### config.mk
export PLATFORM = sky130hd
export DESIGN_NAME = poly_adsr_mixer_flat
export DESIGN_NICKNAME = d
export VERILOG_FILES = /design/src/rtl/poly_adsr_mixer_pkg.sv /design/src/rtl/poly_adsr_mixer_if.sv /design/src/rtl/poly_adsr_mixer_env_step.sv /design/src/rtl/poly_adsr_mixer.sv /design/src/flat_wrapper.sv
export SDC_FILE = /design/constraint.sdc
export NUM_CORES = 1
export LEC_CHECK = 0
export CORE_ASPECT_RATIO = 1.2
export CORE_MARGIN = 2
export CORE_UTILIZATION = 66
export CTS_CLUSTER_DIAMETER = 120
export CTS_CLUSTER_SIZE = 40
export DETAILED_ROUTE_END_ITERATION = 12
export MAX_ROUTING_LAYER = met4
export PLACE_DENSITY = 0.88
export SYNTH_ARGS = -nofsm -noshare
export SYNTH_HDL_FRONTEND = slang
export SYNTH_SLANG_ARGS = --single-unit
### constraint.sdc
create_clock -name clk -period 20.4 [get_ports clk]
set_clock_uncertainty 0.1 [all_clocks]
set_input_delay 3.06 -clock clk [delete_from_list [all_inputs] [get_ports clk]]
set_output_delay 3.06 -clock clk [all_outputs]
set_load 0.01 [all_outputs]
### src/rtl/poly_adsr_mixer_pkg.sv
// poly_adsr_pkg: shared per-voice envelope state encoding
package poly_adsr_pkg;
   typedef enum logic [2:0] {
      S_IDLE    = 3'd0,
      S_ATTACK  = 3'd1,
      S_DECAY   = 3'd2,
      S_SUSTAIN = 3'd3,
      S_RELEASE = 3'd4
   } state_t;
endpackage

### src/rtl/poly_adsr_mixer_if.sv
// poly_adsr_mixer_if: frame input and mixed-sample output bundle
interface poly_adsr_mixer_if #(
   parameter int NUM_VOICES   = 4,
   parameter int SAMPLE_WIDTH = 16,
   parameter int ENV_WIDTH    = 16
);
   logic [NUM_VOICES*SAMPLE_WIDTH-1:0] sample_in;
   logic                               in_ready;
   logic [NUM_VOICES-1:0]              gate;
   logic [ENV_WIDTH-1:0]               attack_step;
   logic [ENV_WIDTH-1:0]               decay_step;
   logic [ENV_WIDTH-1:0]               sustain_level;
   logic [ENV_WIDTH-1:0]               release_step;
   logic [SAMPLE_WIDTH-1:0]            sample_out;
   logic                               out_valid;
   logic                               busy;
   logic [NUM_VOICES-1:0]              voice_active;
   logic                               overrun;

   modport master (
      output sample_in, in_ready, gate, attack_step, decay_step, sustain_level, release_step,
      input  sample_out, out_valid, busy, voice_active, overrun
   );
   modport slave (
      input  sample_in, in_ready, gate, attack_step, decay_step, sustain_level, release_step,
      output sample_out, out_valid, busy, voice_active, overrun
   );
endinterface

### src/rtl/poly_adsr_mixer_env_step.sv
// adsr_env_step: one-frame envelope/state update for a single voice
module adsr_env_step
   import poly_adsr_pkg::*;
#(
   parameter int ENV_WIDTH = 16
) (
   input  state_t               state,
   input  logic [ENV_WIDTH-1:0] env,
   input  logic                 gate_now,
   input  logic                 gate_prev,
   input  logic [ENV_WIDTH-1:0] attack_step,
   input  logic [ENV_WIDTH-1:0] decay_step,
   input  logic [ENV_WIDTH-1:0] sustain_level,
   input  logic [ENV_WIDTH-1:0] release_step,
   output state_t               next_state,
   output logic [ENV_WIDTH-1:0] next_env
);
   localparam logic [ENV_WIDTH-1:0] ENV_MAX = '1;
   state_t cur;
   logic [ENV_WIDTH:0] att_sum, dec_floor;
   assign att_sum   = {1'b0, env} + {1'b0, attack_step};
   assign dec_floor = {1'b0, sustain_level} + {1'b0, decay_step};
   // gate edges take effect first so the new phase's step lands in this same frame
   assign cur = (gate_now && !gate_prev) ? S_ATTACK :
                (!gate_now && state inside {S_ATTACK, S_DECAY, S_SUSTAIN}) ? S_RELEASE : state;
   always_comb begin
      next_state = cur;
      next_env   = '0;
      case (cur)
         S_ATTACK: begin
            next_env   = (attack_step == '0 || att_sum >= {1'b0, ENV_MAX}) ? ENV_MAX : att_sum[ENV_WIDTH-1:0];
            next_state = (next_env == ENV_MAX) ? S_DECAY : S_ATTACK;
         end
         S_DECAY: begin
            next_env   = (decay_step == '0 || {1'b0, env} <= dec_floor) ? sustain_level : env - decay_step;
            next_state = (decay_step == '0 || {1'b0, env} <= dec_floor) ? S_SUSTAIN : S_DECAY;
         end
         S_SUSTAIN: next_env = sustain_level;
         S_RELEASE: begin
            next_env   = (release_step == '0 || env <= release_step) ? '0 : env - release_step;
            next_state = (release_step == '0 || env <= release_step) ? S_IDLE : S_RELEASE;
         end
         default: next_state = S_IDLE;
      endcase
   end
endmodule

### src/rtl/poly_adsr_mixer.sv
// poly_adsr_mixer: per-voice ADSR envelopes mixed into one saturated sample, one voice per cycle
module poly_adsr_mixer
   import poly_adsr_pkg::*;
#(
   parameter int NUM_VOICES   = 4,
   parameter int SAMPLE_WIDTH = 16,
   parameter int ENV_WIDTH    = 16
) (
   input logic clk,
   input logic reset,
   poly_adsr_mixer_if.slave bus
);
   localparam int VIDX_W = NUM_VOICES > 1 ? $clog2(NUM_VOICES) : 1;
   localparam int ACC_W  = SAMPLE_WIDTH + VIDX_W + 1;
   localparam int PROD_W = SAMPLE_WIDTH + ENV_WIDTH + 1;
   localparam logic signed [ACC_W-1:0] SAT_HI = {{(VIDX_W+2){1'b0}}, {(SAMPLE_WIDTH-1){1'b1}}};
   localparam logic signed [ACC_W-1:0] SAT_LO = ~SAT_HI;

   state_t                         st   [NUM_VOICES];
   logic [ENV_WIDTH-1:0]           env  [NUM_VOICES];
   logic signed [SAMPLE_WIDTH-1:0] smp  [NUM_VOICES];
   logic [NUM_VOICES-1:0]          glat, gprev;
   logic [ENV_WIDTH-1:0]           atk, dec, sus, rel;
   logic [VIDX_W-1:0]              v;
   logic signed [ACC_W-1:0]        acc, sum;
   logic signed [PROD_W-1:0]       prod;
   logic [SAMPLE_WIDTH-1:0]        sat;
   state_t                         nst;
   logic [ENV_WIDTH-1:0]           nenv;
   logic                           last;

   adsr_env_step #(.ENV_WIDTH(ENV_WIDTH)) u_step (
      .state(st[v]), .env(env[v]), .gate_now(glat[v]), .gate_prev(gprev[v]),
      .attack_step(atk), .decay_step(dec), .sustain_level(sus), .release_step(rel),
      .next_state(nst), .next_env(nenv)
   );

   // env is zero-extended so unity gain (ENV_MAX) stays positive in the signed product
   always_comb begin
      prod = PROD_W'(smp[v]) * PROD_W'($signed({1'b0, nenv}));
      sum  = acc + ACC_W'(prod >>> ENV_WIDTH);
      sat  = sum > SAT_HI ? SAMPLE_WIDTH'(SAT_HI) : sum < SAT_LO ? SAMPLE_WIDTH'(SAT_LO) : sum[SAMPLE_WIDTH-1:0];
      last = v == VIDX_W'(NUM_VOICES - 1);
   end

   for (genvar i = 0; i < NUM_VOICES; i++) begin : g_act
      assign bus.voice_active[i] = st[i] != S_IDLE;
   end

   always_ff @(posedge clk) begin
      if (reset) begin
         bus.busy       <= 1'b0;
         bus.out_valid  <= 1'b0;
         bus.overrun    <= 1'b0;
         bus.sample_out <= '0;
         gprev          <= '0;
         v              <= '0;
         acc            <= '0;
         for (int i = 0; i < NUM_VOICES; i++) begin
            st[i]  <= S_IDLE;
            env[i] <= '0;
         end
      end else begin
         bus.out_valid <= 1'b0;
         if (bus.in_ready && bus.busy) bus.overrun <= 1'b1;
         if (bus.busy) begin
            st[v]    <= nst;
            env[v]   <= nenv;
            gprev[v] <= glat[v];
            acc      <= sum;
            v        <= v + 1'b1;
            if (last) begin
               bus.busy       <= 1'b0;
               bus.out_valid  <= 1'b1;
               bus.sample_out <= sat;
            end
         end else if (bus.in_ready) begin
            bus.busy <= 1'b1;
            v        <= '0;
            acc      <= '0;
            glat     <= bus.gate;
            atk      <= bus.attack_step;
            dec      <= bus.decay_step;
            sus      <= bus.sustain_level;
            rel      <= bus.release_step;
            for (int i = 0; i < NUM_VOICES; i++) smp[i] <= bus.sample_in[i*SAMPLE_WIDTH +: SAMPLE_WIDTH];
         end
      end
   end
endmodule

### src/flat_wrapper.sv
// flat-port wrapper written by rule: the top's interface ports become plain ports
module poly_adsr_mixer_flat import poly_adsr_pkg::*;
#(
   parameter int NUM_VOICES   = 4,
   parameter int SAMPLE_WIDTH = 16,
   parameter int ENV_WIDTH    = 16
)
  (clk, reset, bus_sample_in, bus_in_ready, bus_gate, bus_attack_step, bus_decay_step, bus_sustain_level, bus_release_step, bus_sample_out, bus_out_valid, bus_busy, bus_voice_active, bus_overrun);
  poly_adsr_mixer_if #(.NUM_VOICES(NUM_VOICES), .SAMPLE_WIDTH(SAMPLE_WIDTH), .ENV_WIDTH(ENV_WIDTH)) bus_i ();
  input logic clk;
  input logic reset;
  input wire logic [$bits(bus_i.sample_in)-1:0] bus_sample_in;
  input wire logic [$bits(bus_i.in_ready)-1:0] bus_in_ready;
  input wire logic [$bits(bus_i.gate)-1:0] bus_gate;
  input wire logic [$bits(bus_i.attack_step)-1:0] bus_attack_step;
  input wire logic [$bits(bus_i.decay_step)-1:0] bus_decay_step;
  input wire logic [$bits(bus_i.sustain_level)-1:0] bus_sustain_level;
  input wire logic [$bits(bus_i.release_step)-1:0] bus_release_step;
  output wire logic [$bits(bus_i.sample_out)-1:0] bus_sample_out;
  output wire logic [$bits(bus_i.out_valid)-1:0] bus_out_valid;
  output wire logic [$bits(bus_i.busy)-1:0] bus_busy;
  output wire logic [$bits(bus_i.voice_active)-1:0] bus_voice_active;
  output wire logic [$bits(bus_i.overrun)-1:0] bus_overrun;
  assign bus_i.sample_in = bus_sample_in;
  assign bus_i.in_ready = bus_in_ready;
  assign bus_i.gate = bus_gate;
  assign bus_i.attack_step = bus_attack_step;
  assign bus_i.decay_step = bus_decay_step;
  assign bus_i.sustain_level = bus_sustain_level;
  assign bus_i.release_step = bus_release_step;
  assign bus_sample_out = bus_i.sample_out;
  assign bus_out_valid = bus_i.out_valid;
  assign bus_busy = bus_i.busy;
  assign bus_voice_active = bus_i.voice_active;
  assign bus_overrun = bus_i.overrun;
  poly_adsr_mixer #(.NUM_VOICES(NUM_VOICES), .SAMPLE_WIDTH(SAMPLE_WIDTH), .ENV_WIDTH(ENV_WIDTH)) u_core (.clk(clk), .reset(reset), .bus(bus_i));
endmodule
==> results of run 1 <==
-- placed cells by master (no fill, tap or decap), types with 28 or more instances in the layout --
cell type        netlist  final
xor2_1                28     28
a21o_1                33     33
fa_1                 198    198
dfxtp_1               46     44
buf_4                  3     28
nor2_1               263    261
a21oi_1              105    105
xnor2_1               48     48
clkdlybuf4s50_1        0    157
nor3_1                40     38
o21ai_0               70     69
inv_1                308    308
nand2_1              132    132
ha_1                 220    220
edfxtp_1             208    208
nand2b_1              78     78
-- registers in the layout, summed over array words and instances, names as in the netlist, 2 cells and up, named ones only --
signal	flops
u_core.env	64
u_core.smp	64
u_core.acc	19
u_core.atk	16
u_core.bus.sample_out	16
u_core.dec	16
u_core.rel	16
u_core.sus	16
u_core.st	12
u_core.glat	4
u_core.gprev	4
u_core.v	2
-- logic make-up after synthesis --
| group | Yosys count | synth area share |
|---|---|---|
| xor+xnor | 76 | 0.02911 |
| buf+inv | 391 | 0.06577 |
| mux | 57 | 0.03950 |
| flops | 254 | 0.3134 |
| simple gates | 673 | 0.1408 |
| fa+ha+maj | 418 | 0.2937 |
| compound gates | 395 | 0.1177 |
-- metal layers --
layer | global-route usage | up-vias | wire length (µm)
met5 | - | - | 0
met4 | 0.2338 | 0 | 4906
met3 | 0.04879 | 328 | 4217
met2 | 0.6315 | 906 | 32330
met1 | 0.3828 | 8618 | 21380
li1 | - | 7987 | -
-- path summary, 6_finish.rpt --
path	slack (ns)	startpoint	cells past startpoint	endpoint
worst max-delay path	5.78	u_core.dec[1]	53	u_core.bus.sample_out[3]
worst min register to register	0.37	u_core.gprev[1]	2	u_core.gprev[1]
worst max register to register	5.78	u_core.dec[1]	53	u_core.bus.sample_out[3]
worst min-delay path	0.37	u_core.gprev[1]	2	u_core.gprev[1]
-- through the flow --
step | area, µm² | std cells | utilization | worst slack, ns | hold WS, ns
after floorplan | 22870 | 2264 | - | 7.368 | 0.3331
after global placement | 24950 | 2822 | 0.7322 | 6.502 | 0.3379
after detailed placement | 24950 | 2822 | 0.7322 | 5.986 | 0.3556
after CTS | 25260 | 2836 | 0.7413 | 5.946 | 0.3746
after global routing | 25260 | 2836 | 0.7413 | 4.929 | 0.3961
final | 25260 | 2836 | 0.7413 | 5.783 | 0.3735
-- tightest hold or removal path: cells and delay by family (launching register included) --
| family | cells | cell delay (ns) |
|---|---|---|
| AOI/OAI and AO/OA | 1 | 0.05 |
| DFF | 1 | 0.34 |
| and+or+nand+nor | 1 | 0.05 |
-- final cells by class --
type / instances / area, µm²
multi-input cells: 1619 / 14270
repair buffers: 185 / 1782
fillers: 2402 / 8816
clock buffers: 12 / 279.0
clock inverters: 2 / 28.78
well taps: 456 / 570.5
inverters: 308 / 1156
flip-flops and latches: 254 / 7169
==> impl_metrics.yaml, run 1 <==
outcome:
  status: "finished clean"
floorplanning:
  ios: 158
  start_util: 0.6712
  die_height_um: 207.9
  dieArea_mm2: 0.03616
  num_rows: 74
  core_area_mm2: 0.03407
  die_x_um: 173.9
min_path:
  hold_class: "reg -> reg"
timing:
  period_needed_ns: 14.62
  post-route-period-util: 0.7165
  rsz0062_at_grt: "no"
  timing.slew.headroom: 0.1742
  max_freq_mhz: 68.41
  drv_slew: 0
  hold_viol: 0
  finalSetupTns_ns: 0
  tightest_slew_ns: 1.239
  setup_viol: 0
clock_network:
  cts_buffer_depth: 3
  cts_sinks: 254
  cts_tree: "yes"
  post-cts-setup-buffer-count: 0
  cts_hold_buf: 0
  root_buffer: "clkbuf_16"
  path_clk_slew_ns: 0.15
  postCtsResizedCells: 0
  cts_max_level: 1
  numCtsBuffers: 10
  clk_latency_ns: 0.52
yosys:
  synth_area_leaders: "edfxtp_1, fa_1, ha_1, inv_1, nor2_1"
  syn-instance-count: 2264
  syn_avg_cell_area_um2: 10.10
  synth_most_common_cell: "inv_1"
  synth_edf_count: 208
  synth_top_area_cell: "edfxtp_1"
  syn_area_mm2: 0.02287
  yosysSeqAreaShare: 0.3134
  synth_top_flop_cell: "edfxtp_1"
  async_flop_share: 0
  synth_cell_type_count: 80
  synth_seq_cells: 254
  synth_nets: 2817
  netlist_top_cells_count: "inv_1, nor2_1, ha_1"
  yosysTopAreaCellShare: 0.2731
  ys_warn_count: 0
routing:
  drt.antenna.violating_nets: 0
  wl_per_cell_um: 22.16
  remaining_drc_errors: 0
  vias_per_cell: 6.290
  vias: 17840
  drt_iter0_drc: 1557
  first_pass_iters: 5
  route.final.wire_length_um: 62830
grt:
  grt_pass1_wl_um: 98830
  grt_max_degree: 69
  antenna_found_initial: 0
  grt_pass1_vias: 18910
  track_usage: 0.3609
  overflow: 0
worst_setup_path:
  cp_top_family: "compound AO/OA/AOI/OAI gates"
  cp_slowest_cell: "a31oi_2"
  path_class: "reg -> reg"
  crit_top_cell: "a21oi_1"
  path_buf_inv: 5
  worst_ep_required_time_ns: 20.67
  crit_arrival_ns: 14.89
  cp_max_fo: 30
  slowest_delay_ns: 0.81
  cp-start-kind: "flip-flop"
  endpoint_kind: "flip-flop"
finish:
  drive_gt1_frac: 0.05546
  syn2layout_area_growth_pct: 10.44
  antenna_cells: 0
  nets: 2931
placement:
  dp_hpwl_um: 49250
  io_buffers: 157
  gp_congestion: 1.005
job:
  max-cap-violations: 0
Power of run 1 is not shown: default switching activity piles up to over one toggle a cycle in this logic, so the estimate is an artifact.
==> run 2, diff against run 1 <==
CORE_UTILIZATION = 55   (was 66)
PLACE_DENSITY = 0.78   (was 0.88)
clock period = 11.7 ns   (was 20.4 ns; I/O delays follow)
==> run 2 against run 1 <==
The run now ends with negative setup slack left. Critical path depth rose by 7. Cell count rose by 14%. Core utilization fell by 3.9 points. Largest cell class unchanged. Highest routed layer unchanged.
==> impl_metrics.yaml, run 2 (synthesized netlist as in run 1, its figures left out) <==
outcome:
  status: "complete, but fails checks"
  violations: "negative setup slack"
finish:
  design_area_mm2: 0.02873
  nets: 3229
  post-route-util: 0.7018
  antenna_cells: 0
  drive_gt1_frac: 0.2205
  final_cell_mix: "buf_4, inv_1, nor2_1"
  reg.largest.list: "u_core.env: 64 flops, u_core.smp: 64 flops, u_core.acc: 19 flops"
  final_common_cell: "buf_4"
  syn2layout_area_growth_pct: 25.65
clock_network:
  numCtsBuffers: 10
  cts_sinks: 254
  cts_max_level: 1
  clk_latency_ns: 0.51
  cts_hold_buf: 0
  root_buffer: "clkbuf_16"
  path_clk_slew_ns: 0.15
  cts_buffer_depth: 3
  cts_tree: "yes"
floorplanning:
  start_util: 0.5585
  core_area_mm2: 0.04094
  num_rows: 81
  ios: 158
  die_x_um: 190.1
  die_height_um: 227.4
  dieArea_mm2: 0.04323
worst_setup_path:
  path_class: "reg -> reg"
  cp_max_fo: 7
  crit_arrival_ns: 13.03
  slowest_delay_ns: 0.58
  cp_slowest_cell: "fa_1"
  worst_ep_required_time_ns: 12.00
  endpoint_kind: "flip-flop"
  cp-start-kind: "flip-flop"
grt:
  grt_pass1_vias: 20030
  grt_max_degree: 69
  track_usage: 0.3442
  overflow: 0
  antenna_found_initial: 0
  grt_pass1_wl_um: 109100
timing:
  finalSetupTns_ns: -19.81
  holdWs_ns: 0.3726
  timing.slew.headroom: 0.2353
  period_needed_ns: 12.73
  drv_slew: 0
  setup_viol: 24
  hold_viol: 0
  tightest_slew_ns: 1.147
  rsz0062_at_grt: "yes"
  fin_ws_ns: -1.027
  max_freq_mhz: 78.57
  post-route-period-util: 1.088
routing:
  route.final.wire_length_um: 72850
  remaining_drc_errors: 0
  drt_iter0_drc: 1371
  vias_per_cell: 5.953
  vias: 19160
  drt.antenna.violating_nets: 0
  wl_per_cell_um: 22.63
  first_pass_iters: 9
placement:
  io_buffers: 157
  dp_hpwl_um: 55770
  dpl_cell_area_mm2: 0.02702
  gp_congestion: 1.025
min_path:
  hold_class: "reg -> reg"
job:
  max-cap-violations: 0
run 2: changes by cell type in the layout (fill, tap and decap cells not counted), sizes merged:
cell | before | now
buf | 28 | 321
clkbuf | 12 | 16
inv | 309 | 311
a31oi | 8 | 9
run 2: final timing paths:
check                            startpoint                         to  slack (ns)  depth (start not counted)
setup / recovery              u_core.sus[1]  u_core.bus.sample_out[11]       -1.03                         60
hold / removal    u_core.bus.sample_out[15]  u_core.bus.sample_out[15]        0.37                          2
setup reg to reg              u_core.sus[1]  u_core.bus.sample_out[11]       -1.03                         60
hold reg to reg   u_core.bus.sample_out[15]  u_core.bus.sample_out[15]        0.37                          2
run 2: area by class of cell:
cell class	count	area, µm²
multi-input combinational	1620	15150
clock inverter	4	32.53
clock buffer	12	279.0
timing repair buffer	482	4273
fill	3022	12210
sequential	254	7169
inverter	308	1156
tap	539	674.4
run 2: what timing repair did:
action / 4_1_cts / 5_1_grt
resized for setup: 89 / 94
pin swaps: 42 / 70
setup buffers: 38 / 29
setup endpoints to repair: 24 / 30
gates cloned: 4 / 3
run 2: per-stage QoR:
step | std cells | setup slack (ns)
after global routing | 3219 | -1.491
after CTS | 3188 | -0.6666
final | 3219 | -1.027
after floorplan | 2264 | -0.2590
after detailed placement | 3132 | -1.012
after global placement | 3132 | -0.7298
run 2: worst max-delay path: cells and delay by family (launching register included):
family          cells  cell delay (ns)
flops               1             0.42
simple gates       12             1.51
buf+inv            11             1.26
xor+xnor            2             0.26
compound gates     25             4.62
fa+ha+maj          10             4.42
run 2: layer usage:
metal | GRT usage | vias up | part of all wire
met1 | 0.3699 | 9361 | 0.35
li1 | - | 8591 | -
met4 | 0.2376 | 0 | 0.086
met3 | 0.04378 | 338 | 0.063
met5 | - | - | 0
met2 | 0.5939 | 873 | 0.50
Power of run 2 is left out for the same reason.
==> run 3, diff against run 2 <==
CORE_MARGIN = default   (was 2)
CTS_CLUSTER_SIZE = 30   (was 40)
SLEW_MARGIN = 15   (was default)
==> run 3 against run 2 <==
Worst setup slack worse by 0.012 ns. Register-to-register slack barely moved. Final area decreased by 0.91%. Highest routed layer unchanged. Critical endpoint is now u_core.bus.sample_out[1]. Critical path depth shrank 2. The flow still finishes with violations (negative setup slack). Non-clock buffer count down 1.
==> impl_metrics.yaml, run 3 (synthesized netlist as in run 1, its figures left out) <==
placement:
  dp_hpwl_um: 54830
  gp_congestion: 0.9957
  io_buffers: 157
worst_setup_path:
  cp_slowest_cell: "fa_1"
  cp-start-kind: "flip-flop"
  slowest_delay_ns: 0.58
  r2r_cells: 58
  crit_top_cell: "buf_4"
  startpoint: "u_core.sus[1]"
  worst_ep_required_time_ns: 12.05
  crit_arrival_ns: 13.09
  cp_max_fo: 8
  r2r_start: "u_core.sus[1]"
  path_class: "reg -> reg"
  endpoint_kind: "flip-flop"
finish:
  final_common_cell: "buf_4"
  final_cell_mix: "buf_4, inv_1, nor2_1"
  reg.largest.list: "u_core.env: 64 flops, u_core.smp: 64 flops, u_core.acc: 19 flops"
  nets: 3231
  regArea_mm2: 0.007169
  syn2layout_area_growth_pct: 24.51
  drive_gt1_frac: 0.2027
  antenna_cells: 0
  multi_input_area_mm2: 0.01489
  n_fill_cell: 2983
clock_network:
  cts_tree: "yes"
  clk_latency_ns: 0.53
  cts_buffer_depth: 3
  root_buffer: "clkbuf_16"
  path_clk_slew_ns: 0.12
  cts_sinks: 254
  numCtsBuffers: 13
  cts_max_level: 1
  cts_hold_buf: 0
grt:
  grt_pass1_wl_um: 107200
  grt_pass1_vias: 19690
  overflow: 0
  track_usage: 0.3401
  antenna_found_initial: 0
  grt_max_degree: 69
timing:
  fin_ws_ns: -1.039
  post-route-period-util: 1.089
  max_freq_mhz: 78.50
  timing.slew.headroom: 0.2211
  setup_viol: 24
  hold_viol: 0
  rsz0062_at_grt: "yes"
  period_needed_ns: 12.74
  tightest_slew_ns: 1.168
  finalSetupTns_ns: -18.17
  drv_slew: 0
routing:
  remaining_drc_errors: 0
  first_pass_iters: 5
  drt-met1-wl_um: 25150
  wl_per_cell_um: 21.70
  vias: 18820
  drt_iter0_drc: 1453
  route.final.wire_length_um: 69940
  wl_met3_um: 3878
  top_layer_used: "met4"
  vias_per_cell: 5.840
  wl_met2_um: 36180
  drt.antenna.violating_nets: 0
floorplanning:
  die_height_um: 225.4
  core_area_mm2: 0.04084
  dieArea_mm2: 0.04240
  num_rows: 81
  die_x_um: 188.1
  start_util: 0.5599
  ios: 158
job:
  max-cap-violations: 0
min_path:
  min_path_cells: 2
  hold_class: "reg -> reg"
  min-delay-start: "u_core.gprev[2]"
outcome:
  status: "complete, but fails checks"
  violations: "negative setup slack"
-- run 3: timing repair --
item	4_1_cts	5_1_grt
resized for setup	65	49
setup endpoints to repair	23	29
pin swaps	59	55
setup buffers	26	21
hold endpoints to repair	0	0
cloned	4	0
-- run 3: final cells by class --
| cell class | instances | share of cell area |
|---|---|---|
| clock buffer | 16 | 0.01182 |
| multi-input combinational | 1620 | 0.5228 |
| tap | 539 | 0.02369 |
| clock inverter | 5 | 0.002417 |
| sequential | 254 | 0.2518 |
| timing repair buffer | 481 | 0.1469 |
| inverter | 308 | 0.04060 |
-- run 3: metrics by stage --
step / worst slack [ns] / hold WS (ns) / cell area, µm² / instances / util
finish: -1.039 / 0.3705 / 28470 / 3223 / 0.6971
detailed placement: -0.9460 / 0.3563 / 27210 / 3158 / 0.6662
CTS: -0.5399 / 0.3720 / 28140 / 3207 / 0.6891
floorplan: -0.2590 / 0.3331 / 23150 / 2264 / -
global placement: -0.6938 / 0.3425 / 27210 / 3158 / 0.6662
global route: -1.393 / 0.3945 / 28470 / 3223 / 0.6971
-- run 3: layer usage --
layer,vias to the layer above,global-route usage
li1,8592,-
met1,9305,0.3670
met2,698,0.5960
met3,226,0.04407
met4,0,0.2067
met5,-,-
-- run 3: final timing paths --
| path | endpoint | slack [ns] |
|---|---|---|
| max | u_core.bus.sample_out[1] | -1.04 |
| min | u_core.gprev[2] | 0.37 |
| max reg2reg | u_core.bus.sample_out[1] | -1.04 |
| min reg2reg | u_core.gprev[2] | 0.37 |
-- run 3: critical path, delay by kind of cell (launching register included) --
kind | cells | cell delay (ns)
AOI/OAI and AO/OA | 19 | 3.47
xor gates and xnor gates | 2 | 0.26
adders and majority gates | 10 | 4.18
buffers and inverters | 16 | 2.20
DFF | 1 | 0.41
muxes | 1 | 0.33
and+or+nand+nor | 10 | 1.68
Power of run 3 is left out for the same reason.
